[config.mk]
export PLATFORM = sky130hd
export DESIGN_NAME = id_stage_flat
export DESIGN_NICKNAME = d
export VERILOG_FILES = /design/src/rtl/id_stage_if.sv /design/src/rtl/id_stage.sv /design/src/flat_wrapper.sv
export SDC_FILE = /design/constraint.sdc
export NUM_CORES = 1
export LEC_CHECK = 0
export ABC_AREA = 1
export BUFFER_PORTS_ARGS = -buffer_cell sky130_fd_sc_hd__buf_2
export CORE_MARGIN = 2
export CORE_UTILIZATION = 40
export DETAILED_ROUTE_END_ITERATION = 8
export PLACE_DENSITY_LB_ADDON = 0.12
export SYNTH_ARGS = -nofsm -noshare
export SYNTH_HDL_FRONTEND = slang
export SYNTH_SLANG_ARGS = --single-unit
[constraint.sdc]
create_clock -name clk -period 6.4 [get_ports clk]
set_clock_uncertainty 0.15 [all_clocks]
set_input_delay 0.96 -clock clk [delete_from_list [all_inputs] [get_ports clk]]
set_output_delay 0.96 -clock clk [all_outputs]
set_load 0.02 [all_outputs]
[src/rtl/id_stage_if.sv]
// Decode-stage bundle: pipeline control, IF/ID instruction, writeback port,
// EX load-use info, and the operand/squash/stall outputs toward ID/EX and fetch.
interface id_stage_if;
    logic        load_latch;
    logic [15:0] IR_in;
    logic        wb_load_regfile;
    logic [2:0]  wb_dest;
    logic [15:0] wb_data;
    logic        ex_mem_read;
    logic [2:0]  ex_dest;
    logic        br_resolved;
    logic [15:0] SR1_out;
    logic [15:0] SR2_out;
    logic        squash_instruction;
    logic        stall_fetch;
    logic        state_wait;

    modport slave (
        input  load_latch,
        input  IR_in,
        input  wb_load_regfile,
        input  wb_dest,
        input  wb_data,
        input  ex_mem_read,
        input  ex_dest,
        input  br_resolved,
        output SR1_out,
        output SR2_out,
        output squash_instruction,
        output stall_fetch,
        output state_wait
    );

    modport master (
        output load_latch,
        output IR_in,
        output wb_load_regfile,
        output wb_dest,
        output wb_data,
        output ex_mem_read,
        output ex_dest,
        output br_resolved,
        input  SR1_out,
        input  SR2_out,
        input  squash_instruction,
        input  stall_fetch,
        input  state_wait
    );
endinterface

[src/rtl/id_stage.sv]
// LC-3b decode stage: 8x16 register file with write-through bypass, load-use
// interlock, and the RUN/WAIT control-flow squash machine.
module id_stage (
    input  logic       clk,
    input  logic       reset,
    id_stage_if.slave  io
);
    localparam logic [3:0] OP_BR   = 4'b0000;
    localparam logic [3:0] OP_ADD  = 4'b0001;
    localparam logic [3:0] OP_LDB  = 4'b0010;
    localparam logic [3:0] OP_STB  = 4'b0011;
    localparam logic [3:0] OP_JSR  = 4'b0100;
    localparam logic [3:0] OP_AND  = 4'b0101;
    localparam logic [3:0] OP_LDR  = 4'b0110;
    localparam logic [3:0] OP_STR  = 4'b0111;
    localparam logic [3:0] OP_RTI  = 4'b1000;
    localparam logic [3:0] OP_NOT  = 4'b1001;
    localparam logic [3:0] OP_LDI  = 4'b1010;
    localparam logic [3:0] OP_STI  = 4'b1011;
    localparam logic [3:0] OP_JMP  = 4'b1100;
    localparam logic [3:0] OP_SHF  = 4'b1101;
    localparam logic [3:0] OP_TRAP = 4'b1111;

    typedef enum logic {
        RUN  = 1'b0,
        WAIT = 1'b1
    } state_t;

    state_t      state_reg;
    state_t      state_next;

    logic [3:0]  opcode;
    logic [2:0]  sr1;
    logic [2:0]  sr2;
    logic        is_store;
    logic        uses_sr1;
    logic        uses_sr2;
    logic        is_cf;
    logic        hazard;
    logic        squash_next;
    logic        stall_next;
    logic        wait_next;

    logic [15:0] regs_reg [8];
    logic [2:0]  rd_addr  [2];
    logic [15:0] rd_data  [2];

    // Bits [4:3] carry no decode information for any source field.
    logic unused_ir_bits;
    assign unused_ir_bits = ^io.IR_in[4:3];

    always_comb begin
        opcode   = io.IR_in[15:12];
        sr1      = io.IR_in[8:6];
        is_store = (opcode == OP_STR) || (opcode == OP_STB) || (opcode == OP_STI);
        sr2      = is_store ? io.IR_in[11:9] : io.IR_in[2:0];

        uses_sr1 = 1'b0;
        case (opcode)
            OP_ADD, OP_AND, OP_NOT, OP_LDR, OP_LDB, OP_LDI,
            OP_STR, OP_STB, OP_STI, OP_JMP, OP_SHF: uses_sr1 = 1'b1;
            OP_JSR:                                  uses_sr1 = ~io.IR_in[11];
            default:                                 uses_sr1 = 1'b0;
        endcase

        uses_sr2 = (((opcode == OP_ADD) || (opcode == OP_AND)) && !io.IR_in[5]) || is_store;

        is_cf = ((opcode == OP_BR) && (io.IR_in[11:9] != 3'b000))
              || (opcode == OP_JMP) || (opcode == OP_JSR)
              || (opcode == OP_TRAP) || (opcode == OP_RTI);

        hazard = io.ex_mem_read
               && ((uses_sr1 && (io.ex_dest == sr1)) || (uses_sr2 && (io.ex_dest == sr2)));
    end

    // Writeback lands regardless of load_latch so a frozen pipe never loses a result.
    generate
        for (genvar gi = 0; gi < 8; gi++) begin : g_reg
            always_ff @(posedge clk) begin
                if (reset) begin
                    regs_reg[gi] <= 16'h0000;
                end else if (io.wb_load_regfile && (io.wb_dest == 3'(gi))) begin
                    regs_reg[gi] <= io.wb_data;
                end
            end
        end
    endgenerate

    assign rd_addr[0] = sr1;
    assign rd_addr[1] = sr2;

    // Reads in reset show zero so the cleared state is visible before the first edge.
    generate
        for (genvar gi = 0; gi < 2; gi++) begin : g_rd
            always_comb begin
                if (io.wb_load_regfile && (io.wb_dest == rd_addr[gi])) begin
                    rd_data[gi] = io.wb_data;
                end else if (reset) begin
                    rd_data[gi] = 16'h0000;
                end else begin
                    rd_data[gi] = regs_reg[rd_addr[gi]];
                end
            end
        end
    endgenerate

    assign io.SR1_out = rd_data[0];
    assign io.SR2_out = rd_data[1];

    always_ff @(posedge clk) begin
        if (reset) begin
            state_reg <= RUN;
        end else begin
            state_reg <= state_next;
        end
    end

    // A hazard blocks CF acceptance; the CF instruction retries after the bubble.
    always_comb begin
        state_next  = state_reg;
        squash_next = 1'b0;
        stall_next  = 1'b0;
        wait_next   = 1'b0;
        case (state_reg)
            RUN: begin
                squash_next = hazard;
                stall_next  = hazard;
                if (io.load_latch && is_cf && !hazard) begin
                    state_next = WAIT;
                end
            end
            WAIT: begin
                squash_next = 1'b1;
                stall_next  = ~io.br_resolved;
                wait_next   = 1'b1;
                if (io.load_latch && io.br_resolved) begin
                    state_next = RUN;
                end
            end
            default: begin
                state_next = RUN;
            end
        endcase
        if (reset) begin
            squash_next = 1'b1;
            stall_next  = 1'b0;
            wait_next   = 1'b0;
        end
    end

    assign io.squash_instruction = squash_next;
    assign io.stall_fetch        = stall_next;
    assign io.state_wait         = wait_next;
endmodule

[src/flat_wrapper.sv]
// flat-port wrapper written by rule: the top's interface ports become plain ports
module id_stage_flat 
  (clk, reset, io_load_latch, io_IR_in, io_wb_load_regfile, io_wb_dest, io_wb_data, io_ex_mem_read, io_ex_dest, io_br_resolved, io_SR1_out, io_SR2_out, io_squash_instruction, io_stall_fetch, io_state_wait);
  id_stage_if io_i ();
  input  logic clk;
  input  logic reset;
  input wire logic [$bits(io_i.load_latch)-1:0] io_load_latch;
  input wire logic [$bits(io_i.IR_in)-1:0] io_IR_in;
  input wire logic [$bits(io_i.wb_load_regfile)-1:0] io_wb_load_regfile;
  input wire logic [$bits(io_i.wb_dest)-1:0] io_wb_dest;
  input wire logic [$bits(io_i.wb_data)-1:0] io_wb_data;
  input wire logic [$bits(io_i.ex_mem_read)-1:0] io_ex_mem_read;
  input wire logic [$bits(io_i.ex_dest)-1:0] io_ex_dest;
  input wire logic [$bits(io_i.br_resolved)-1:0] io_br_resolved;
  output wire logic [$bits(io_i.SR1_out)-1:0] io_SR1_out;
  output wire logic [$bits(io_i.SR2_out)-1:0] io_SR2_out;
  output wire logic [$bits(io_i.squash_instruction)-1:0] io_squash_instruction;
  output wire logic [$bits(io_i.stall_fetch)-1:0] io_stall_fetch;
  output wire logic [$bits(io_i.state_wait)-1:0] io_state_wait;
  assign io_i.load_latch = io_load_latch;
  assign io_i.IR_in = io_IR_in;
  assign io_i.wb_load_regfile = io_wb_load_regfile;
  assign io_i.wb_dest = io_wb_dest;
  assign io_i.wb_data = io_wb_data;
  assign io_i.ex_mem_read = io_ex_mem_read;
  assign io_i.ex_dest = io_ex_dest;
  assign io_i.br_resolved = io_br_resolved;
  assign io_SR1_out = io_i.SR1_out;
  assign io_SR2_out = io_i.SR2_out;
  assign io_squash_instruction = io_i.squash_instruction;
  assign io_stall_fetch = io_i.stall_fetch;
  assign io_state_wait = io_i.state_wait;
  id_stage u_core (.clk(clk), .reset(reset), .io(io_i));
endmodule
Word level (Yosys, flattened, before mapping)
Memory sizes are Yosys's and may differ from the RTL's.
Index checks and enable logic that the tools add are counted.
{ "classes": {"add_sub_neg": 0, "eq_ne": 25, "bitwise_logic": 11, "n_reduce_logical": 33, "order_cmp": 0, "div_mod_pow": 0, "n_mux": 49, "n_shift": 0, "n_mul": 0} }
{ "ops": {"columns": ["operator", "count"], "rows": [
  ["$mux W16", 12],
  ["$mux W1", 32],
  ["$eq A4 B4 Y1 const B", 7],
  ["$logic_and A1 B1 Y1", 18],
  ["$eq A4 B3 Y1 const B", 4],
  ["$eq A3 B3 Y1", 4],
  ["$eq A3 B3 Y1 const B", 4],
  ["$reduce_or A11 Y1", 1],
  ["$logic_or A1 B1 Y1", 9],
  ["$eq A4 B2 Y1 const B", 2],
  ["$or A1 B1 Y1", 8],
  ["$pmux W1 S2", 4],
  ["$eq A3 B2 Y1 const B", 2],
  ["$eq A4 B1 Y1 const B", 1],
  ["$logic_not A4 Y1", 1],
  ["$eq A3 B1 Y1 const B", 1],
  ["$logic_not A3 Y1", 1],
  ["$mux W3", 1],
  ["$not A1 Y1", 3],
  ["$reduce_bool A3 Y1", 1],
  ["$logic_not A1 Y1", 2]
]} }
{ "totals": {"rom_bits": 0, "out_inout_bits": 35, "input_bits": 44, "memories": 1, "word_cells": 120, "latchBits": 0, "ramBits": 128, "register_bits": 1} }
{ "memory_table": {"columns": ["name", "depth", "word_bits", "rd", "rd_clocked_by_memory_dff", "write_ports", "line_no", "source"], "rows": [
  ["u_core.regs_reg", 8, 16, 2, 0, 8, "id_stage.sv:44", "logic [15:0] regs_reg [8];"]
]} }

Logic depth before layout (Yosys ltp)
Gate-level depths: netlist of run 1.
{ "logic_depth": {"depth_word": 12, "mapped_depth": 13} }

Least setup slack after synthesis of run 1
No wires, ideal clock.
{ "synth_timing": {"kind": "input -> output", "start": "input io_IR_in[8]", "end": "output io_SR1_out[10]", "cell_stages": 7, "path_slack_ps": 2987, "t_required_ps": 5290, "n_path_buf": 2, "arrival_time_ps": 2303, "cell_sequence": "buf_2 -> inv_2 -> o21ai_0 -> a221oi_1 -> nand2_1 -> clkbuf_1 -> o21ai_0"} }
{ "synth_between": {"elab_chain_cells": 3, "word_cells_on_any_way": 5, "cone_classes": "eq/ne: 1; mux: 2; reduce/logical: 1; memory: 1"} }
{ "synth_rtl": {"columns": ["item", "line_no", "source"], "rows": [
  ["start: declaration", "flat_wrapper.sv:8", "input wire logic [$bits(io_i.IR_in)-1:0] io_IR_in;"],
  ["$mem_v2 Z8 W16 / $eq A3 B3 Y1 (equally long branches)", null, null],
  ["$mux W16 / $logic_and A1 B1 Y1 (equally long branches)", "id_stage.sv:98, id_stage.sv:96", null],
  ["$mux W16 (*)", "id_stage.sv:96", "if (io.wb_load_regfile && (io.wb_dest == rd_addr[gi])) begin"],
  ["end: declaration", "flat_wrapper.sv:15", "output wire logic [$bits(io_i.SR1_out)-1:0] io_SR1_out;"]
]} }
Mark *: on every way between the ends. The rest lies on a longest branch, timed or not.

Worst setup path in the final report of run 1
{ "layout_timing": {"start": "input io_IR_in[13]", "end": "output io_SR2_out[4]"} }
{ "layout_between": {"elab_chain_cells": 7, "word_cells_on_any_way": 11, "cone_classes": "eq/ne: 4; mux: 3; reduce/logical: 3; memory: 1"} }
{ "layout_rtl": {"columns": ["item", "line_no", "source"], "rows": [
  ["$eq A4 B3 Y1 / $eq A4 B2 Y1 (equally long branches)", "id_stage.sv:55", "is_store = (opcode == OP_STR) || (opcode == OP_STB) || (opcode == OP_STI);"],
  ["$logic_or A1 B1 Y1", "id_stage.sv:55", null],
  ["$logic_or A1 B1 Y1 (*)", "id_stage.sv:55", null],
  ["$mux W3 (*)", "id_stage.sv:56", "sr2 = is_store ? io.IR_in[11:9] : io.IR_in[2:0];"],
  ["$mem_v2 Z8 W16 / $eq A3 B3 Y1 (equally long branches)", null, null],
  ["$mux W16 / $logic_and A1 B1 Y1 (equally long branches)", "id_stage.sv:98, id_stage.sv:96", null],
  ["$mux W16 (*)", "id_stage.sv:96", null],
  ["end: declaration", "flat_wrapper.sv:16", "output wire logic [$bits(io_i.SR2_out)-1:0] io_SR2_out;"]
]} }
Marks and branches as above.

==> impl_metrics.toml, run 1 <==
[power_and_ir_drop]
p_leak_nw = 3.830
p_switching_mw = 0.6691
power.internal_mw = 1.603
p_comb_share_pct = 18.5
p_per_area_mw_per_mm2 = 258.0
p_sw_share_pct = 29.45
clockPowerShare_pct = 37.3
pwr-share-seq_pct = 44.3
peakVddDrop_mv = 0.1839

[synthesis]
avgSynthCellArea_um2 = 7.822
ys_ff_latch = 129
yosysTopAreaCell = "edfxtp_1"
synthTopCellsByArea = "edfxtp_1 49%, nand3_1 8.2%, nand2_1 7.8%"
syn_inst = 999
synth_cell_types = 30
synth_top_area_share_pct = 49.19
synth_nets = 1043
seq_area_frac_synth_pct = 49.45
syn_area_mm2 = 0.007814
yosysWarningCount = 0

[cells_and_area]
area_growth_pct = 12.70
layout_common_cells = "162 x nand2_1, 147 x nor2_1, 128 x nand3_1, 128 x edfxtp_1, 121 x inv_1"
final_nets = 1087
mostFrequentLayoutCell = "nand2_1"
final_cells = 1321
largest_register_ffs = 128
postLayoutCoreUtil_pct = 45.54
drive_above_1_share_pct = 12.78
diodes = 0

[placement]
place_hpwl_mm = 14.90
pre_cts_slack_ns = 1.428
dp_cells = 1289
gp_congestion = 0.7923
port_buffers = 76

[timing]
min_period_ns = 5.017
fmax_mhz = 199.3
rsz0062_at_grt = "no"
drv_slew = 0
post-route-period-util_pct = 78.39
final.setup.worst_slack_ns = 1.383
finalHoldViolCount = 0
setup_violations = 0
hold_ws_ns = 0.4280
tightest_slew_ns = 1.204
tns_ns = 0
slew_headroom_pct = 19.50

[global_routing]
grt_pass1_vias = 6446
grt_antenna_before_repair = 0
grt_max_degree = 66
grt_overflow = 0
grt_first_pass_wirelength_mm = 38.74
grt_usage_pct = 26.06

[clock_tree]
clkTransAtPathRegs_ns = 0.06
cts_resized = 0
numCtsBuffers = 17
cts.sinks = 129
cts_tree = "yes"
htreeDepth = 4
postCtsSetupBuffers = 0
clock_latency_ns = 0.42
clockBufferDepth = 2
cts_hold_buf = 0
cts_root_buffer = "clkbuf_16"

[worst_setup_path]
worstRegToRegCells = 4
r2r_setup_slack_ns = 5.53
start_kind = "input pin"
required_ns = 5.29
critPathCaptureType = "primary output"
arrival_ns = 3.91
r2r_start = "u_core.state_reg"
critPathKind = "input pin to primary output"
worstPathMaxFanout = 35
regToRegEndpoint = "u_core.state_reg"

[outcome]
status = "finished clean"

[routing]
wl_per_cell_um = 19.81
vias = 7151
drc_errors = 0
drtAntennaViolNets = 0
drtIter0Drc = 685
wl_mm = 26.18
dr.pass1.iters = 6
vias_per_cell = 5.413

[hold_path]
hp-start = "u_core.state_reg"
holdPathEnd = "u_core.state_reg"
whs_path_depth = 3
hp-class = "register to register"

[floorplan]
die_h_um = 143.8
start_util_pct = 40.41
design.core.area_mm2 = 0.01933
chipWidth_um = 143.8
num_rows = 51
dieArea_mm2 = 0.02067
ioPinCount = 79

[job]
maxCapViolCount = 0
==> logic make-up after synthesis <==
group / Yosys count / share of synthesized area [%]
compound gates: 191 / 13.35
simple gates: 476 / 26.34
flops: 129 / 49.45
buf+inv: 203 / 10.86
==> critical path: stages <==
cell and delay, ns:
buf_2 0.12, nand2_2 0.07, clkinv_4 0.08, nand2_4 0.08, nand2_2 0.08, nand2_4 0.30, inv_4 0.50, nand2_1 0.10
nand2_1 0.09, nor2_2 0.04, nand2_2 0.48, nand2_2 0.40, o22ai_1 0.32, buf_2 0.23
==> per-stage QoR <==
| step | area, um2 | power (mW) |
|---|---|---|
| after floorplan | 7814 | 1.298 |
| after global placement | 8303 | 1.436 |
| after detailed placement | 8303 | 1.440 |
| after CTS | 8806 | 2.280 |
| after global routing | 8806 | 2.364 |
| final | 8806 | 2.272 |
==> power by group through the flow <==
| stage | sequential (mW) | clock (mW) | combinational [mW] |
|---|---|---|---|
| after global placement | 1.02 | 0 | 0.415 |
| final | 1.01 | 0.847 | 0.420 |
| after detailed placement | 1.02 | 0 | 0.417 |
| after global routing | 1.01 | 0.891 | 0.461 |
| after floorplan | 1.02 | 0 | 0.281 |
| after CTS | 1.01 | 0.855 | 0.419 |
==> synthesized netlist by cell type (all sizes together) <==
master     n
nand4     22
buf       38
nand2    176
nand3    128
o211ai    18
clkbuf    24
o2111ai    1
nand3b     1
a21boi     1
o22ai     16
clkinv    17
a21oi     63
inv      124
or2        1
o21ai     91
nor2     148
dfxtp      1
edfxtp   128
a221oi     1
==> worst max path at each step <==
| stage | from | endpoint | slack, ns | depth (start not counted) |
|---|---|---|---|---|
| floorplan | io_IR_in[8] | io_SR1_out[10] | 2.99 | 7 |
| global placement | io_IR_in[13] | io_SR2_out[4] | 1.49 | 14 |
| detailed placement | io_IR_in[13] | io_SR2_out[4] | 1.43 | 14 |
| CTS | io_IR_in[13] | io_SR2_out[4] | 1.42 | 14 |
| global route | io_IR_in[13] | io_SR2_out[4] | 1.23 | 14 |
| finish | io_IR_in[13] | io_SR2_out[4] | 1.38 | 14 |
==> layer usage <==
metal | track usage (%) | share of wire [%]
met1 | 35.92 | 44
met2 | 40.75 | 45
met3 | 5.098 | 9.0
met4 | 9.752 | 2.6
met5 | 0 | 0
==> cell type report <==
type | instances | area (um2)
fillers | 1924 | 10530
flip-flops and latches | 129 | 3864
multi-input cells | 667 | 3108
inverters | 141 | 536.8
clock buffers | 25 | 465.4
repair buffers | 87 | 462.9
well taps | 265 | 331.6
clock inverters | 7 | 37.54
(Power assumes the default switching activity.)
==> inputs of run 2 (changes only) <==
==> constraint.sdc (replaced) <==
create_clock -name clk -period 4.7 [get_ports clk]
set_clock_uncertainty 0.15 [all_clocks]
set_input_delay 0.705 -clock clk [delete_from_list [all_inputs] [get_ports clk]]
set_output_delay 0.705 -clock clk [all_outputs]
set_load 0.02 [all_outputs]
==> run 2 against run 1 <==
Compared with the run above: via count grew 3.6%; wire length grew 3.5%; flip-flop and latch count is the same; critical endpoint unchanged; largest cell class unchanged; largest power group unchanged.
==> impl_metrics.toml, run 2 (synthesis results as in run 1) <==
[floorplan]
start_util_pct = 40.41
design.core.area_mm2 = 0.01933
die_h_um = 143.8
dieArea_mm2 = 0.02067
ioPinCount = 79
chipWidth_um = 143.8
num_rows = 51

[worst_setup_path]
critPathKind = "input pin to primary output"
r2r_start = "u_core.state_reg"
arrival_ns = 2.82
critPathCaptureType = "primary output"
start_kind = "input pin"
required_ns = 3.85
worstPathMaxFanout = 25
cp-startpoint = "io_IR_in[13]"

[global_routing]
grt_pass1_vias = 6728
grt_overflow = 0
grt_usage_pct = 27.19
grt_first_pass_wirelength_mm = 40.59
grt_antenna_before_repair = 0
grt_max_degree = 66

[routing]
dr.pass1.iters = 5
vias_per_cell = 5.593
vias = 7411
wl_mm = 27.10
drtIter0Drc = 743
drc_errors = 0
wl_per_cell_um = 20.45
drtAntennaViolNets = 0

[cells_and_area]
mostFrequentLayoutCell = "nand2_1"
layout_common_cells = "162 x nand2_1, 147 x nor2_1, 128 x nand3_1, 128 x edfxtp_1, 121 x inv_1"
layout.area.seq_mm2 = 0.003864
largest_register_ffs = 128
area_growth_pct = 13.90
drive_above_1_share_pct = 13.21
diodes = 0
final_nets = 1091
multi_input_area_mm2 = 0.003108
n_fill_cell = 1981
postLayoutCoreUtil_pct = 46.03

[clock_tree]
cts_root_buffer = "clkbuf_16"
cts_hold_buf = 0
postCtsSetupBuffers = 0
cts.sinks = 129
cts_tree = "yes"
clock_latency_ns = 0.42
cts_resized = 0
clkTransAtPathRegs_ns = 0.06
clockBufferDepth = 2
htreeDepth = 4
numCtsBuffers = 17

[timing]
setup_violations = 0
tns_ns = 0
drv_slew = 0
fmax_mhz = 271.9
post-route-period-util_pct = 78.26
hold_ws_ns = 0.4151
tightest_slew_ns = 1.212
min_period_ns = 3.678
finalHoldViolCount = 0
rsz0062_at_grt = "no"
slew_headroom_pct = 19.00

[power_and_ir_drop]
power_mw = 3.231
p_leak_nw = 3.867
p_per_area_mw_per_mm2 = 363.1
peakVddDrop_mv = 0.2561

[placement]
port_buffers = 76
place_hpwl_mm = 15.25
gp_congestion = 0.8143

[hold_path]
hp-class = "input pin to register"
hp-start = "io_ex_mem_read"

[outcome]
status = "finished clean"

[job]
maxCapViolCount = 0
-- run 2: changes by cell type in the layout (fill, tap and decap cells not counted), sizes merged --
cell	previous run	this run
bufinv	0	2
clkinvlp	1	3
clkbuf	25	20
clkinv	23	24
buf	87	91
-- run 2: worst paths after layout --
kind	to	slack, ns	cells after the start
min	u_core.state_reg	0.42	4
min reg2reg	u_core.state_reg	0.42	3
max	io_SR2_out[4]	1.02	12
max reg2reg	u_core.state_reg	3.86	4
-- run 2: worst max-delay path, stage by stage --
cell      delay, ns
buf_2          0.12
nand2_2        0.09
clkinv_4       0.09
nand2_4        0.12
nand2_1        0.09
nand2_2        0.45
buf_4          0.35
o211ai_1       0.11
nand3_1        0.08
nand2_1        0.09
o22ai_1        0.27
buf_2          0.24
-- run 2: power breakdown --
group / switching (mW) / leakage, nW / total, mW / internal, mW
sequential: 0.0263 / 1.25 / 1.37 / 1.34
clock: 0.507 / 0.262 / 1.28 / 0.772
combinational: 0.420 / 2.36 / 0.582 / 0.163
-- run 2: metrics by stage --
step	std cells	setup slack (ns)	cell area [um2]
after floorplan	999	1.797	7814
after global placement	1293	1.004	8346
after detailed placement	1293	1.043	8346
after CTS	1325	1.041	8900
after global routing	1325	0.9094	8900
final	1325	1.022	8900
-- run 2: metal layers --
layer | up-vias | global-route usage (%) | part of all wire [%]
met5 | - | 0 | 0
met4 | 0 | 9.959 | 2.6
met3 | 52 | 4.065 | 9.5
met2 | 388 | 41.53 | 44
met1 | 3521 | 39.23 | 44
li1 | 3450 | - | -
-- run 2: layout make-up --
type / instances / share of cell area, %
Sequential cell: 129 / 43.41
Tap cell: 265 / 3.726
Clock inverter: 12 / 1.322
Timing Repair Buffer: 91 / 5.680
Multi-Input combinational cell: 667 / 34.92
Clock buffer: 20 / 4.907
Inverter: 141 / 6.031
==> inputs of run 3 (changes only) <==
==> constraint.sdc (replaced) <==
create_clock -name clk -period 2.96 [get_ports clk]
set_clock_uncertainty 0.15 [all_clocks]
set_input_delay 0.444 -clock clk [delete_from_list [all_inputs] [get_ports clk]]
set_output_delay 0.444 -clock clk [all_outputs]
set_load 0.02 [all_outputs]
==> run 3 against run 2 <==
Compared with the run above: count of clock-buffer cells in the layout is 1 higher; setup slack worse by 0.85 ns; via count is 0.65% lower.
==> impl_metrics.toml, run 3 (synthesis results as in run 1) <==
[worst_setup_path]
critPathKind = "input pin to primary output"
worstPathCellList = "buf_2 -> nand2_2 -> clkinv_4 -> nand2_4 -> nand2_1 -> nand2_2 -> buf_12 -> o211ai_1 -> nand3_1 -> nand2_1 -> o22ai_1 -> buf_2"
critPathCaptureType = "primary output"
critPathSlowestCell = "nand2_2"
required_ns = 2.37
crit_family = "simple AND/OR/NAND/NOR gates"
worstRegToRegCells = 4
max_stage_delay_ns = 0.25
cp.depth = 12
worstPathMaxFanout = 36
arrival_ns = 2.20
crit_buf_inv = 4
start_kind = "input pin"

[floorplan]
die_h_um = 143.8
num_rows = 51
chipWidth_um = 143.8
design.core.area_mm2 = 0.01933
dieArea_mm2 = 0.02067
start_util_pct = 40.41
ioPinCount = 79

[placement]
port_buffers = 76
place_hpwl_mm = 17.08
dp_cells = 1331
gp_congestion = 0.8927

[timing]
fmax_mhz = 358.3
min_period_ns = 2.791
tightest_slew_ns = 0.6677
finalHoldViolCount = 0
setup_violations = 0
drv_slew = 0
post-route-period-util_pct = 94.30
slew_headroom_pct = 55.48
rsz0062_at_grt = "no"
tns_ns = 0

[cells_and_area]
drive_above_1_share_pct = 16.21
area_growth_pct = 18.03
final_cells = 1363
layout_common_cells = "162 x nand2_1, 147 x nor2_1, 128 x nand3_1, 128 x edfxtp_1, 121 x inv_1"
final_nets = 1129
n_fill_cell = 1962
diodes = 0
largest_register_ffs = 128
mostFrequentLayoutCell = "nand2_1"

[clock_tree]
htreeDepth = 4
numCtsBuffers = 17
clock_latency_ns = 0.43
cts_hold_buf = 0
postCtsSetupBuffers = 0
clkTransAtPathRegs_ns = 0.06
cts_resized = 0
clockBufferDepth = 2
cts.sinks = 129
cts_tree = "yes"
cts_root_buffer = "clkbuf_16"

[global_routing]
grt_overflow = 0
grt_pass1_vias = 6700
grt_antenna_before_repair = 1
grt_max_degree = 41
grt_usage_pct = 26.71
grt_first_pass_wirelength_mm = 39.63

[routing]
wl_per_cell_um = 19.63
drc_errors = 0
drtAntennaViolNets = 0
drtIter0Drc = 640
dr.pass1.iters = 7
wl_mm = 26.75
vias = 7363
vias_per_cell = 5.402

[power_and_ir_drop]
power.internal_mw = 3.659
p_per_area_mw_per_mm2 = 558.5
pwr-share-seq_pct = 42.2
clockPowerShare_pct = 39.0
p_leak_nw = 4.055
p_comb_share_pct = 18.9
peakVddDrop_mv = 0.3670
p_sw_share_pct = 28.96
p_switching_mw = 1.492

[outcome]
status = "finished clean"

[hold_path]
whs_path_depth = 4
hp-class = "input pin to register"

[job]
maxCapViolCount = 0
run 3: cell count changes in the layout (fill, tap and decap cells not counted):
cell      previous run  this run
buf_4               14        49
clkbuf_1             3         4
clkinv_4             2         1
inv_6                0         1
clkinv_1            19        18
buf_12               1         4
run 3: layer usage:
layer / GRT usage (%) / vias up / wire [um]
met5: 0 / - / 9
met3: 6.231 / 51 / 2196
met1: 35.94 / 3440 / 11690
met4: 9.236 / 2 / 651
li1: - / 3530 / -
met2: 42.43 / 340 / 12210
run 3: final timing paths:
check                                       from                to  slack (ns)
worst max-delay path                io_IR_in[13]     io_SR2_out[2]        0.17
worst min register to register  u_core.state_reg  u_core.state_reg        0.43
worst min-delay path              io_br_resolved  u_core.state_reg        0.14
worst max register to register  u_core.state_reg  u_core.state_reg        2.11
run 3: layout make-up:
class	instances	area [um2]	area share, %
clock buffers	21	440.4	4.775
clock inverters	11	113.9	1.235
inverters	141	536.8	5.820
multi-input cells	667	3108	33.70
flip-flops and latches	129	3864	41.89
well taps	265	331.6	3.595
repair buffers	129	828.3	8.981
run 3: worst min-delay path: stages:
cell and delay, ns:
buf_2 0.08, nand2_1 0.04, nand2_1 0.05, nand2_1 0.04
run 3: through the flow:
stage / power, mW / area [um2] / hold slack [ns] / worst slack [ns] / utilization [%]
floorplan: 2.807 / 7814 / 0.3691 / 0.5790 / -
global placement: 3.163 / 8668 / 0.4039 / 0.1856 / 44.83
detailed placement: 3.166 / 8668 / 0.4166 / 0.1947 / 44.83
CTS: 5.166 / 9223 / 0.1236 / 0.1929 / 47.70
global route: 5.365 / 9223 / 0.1352 / 0.04550 / 47.70
finish: 5.151 / 9223 / 0.1361 / 0.1687 / 47.70
run 3: power groups by stage:
stage / clock network, mW / registers [mW] / logic, mW
finish: 2.01 / 2.17 / 0.971
global route: 2.12 / 2.19 / 1.06
CTS: 2.03 / 2.17 / 0.961
detailed placement: 0 / 2.21 / 0.957
global placement: 0 / 2.21 / 0.957
floorplan: 0 / 2.20 / 0.607
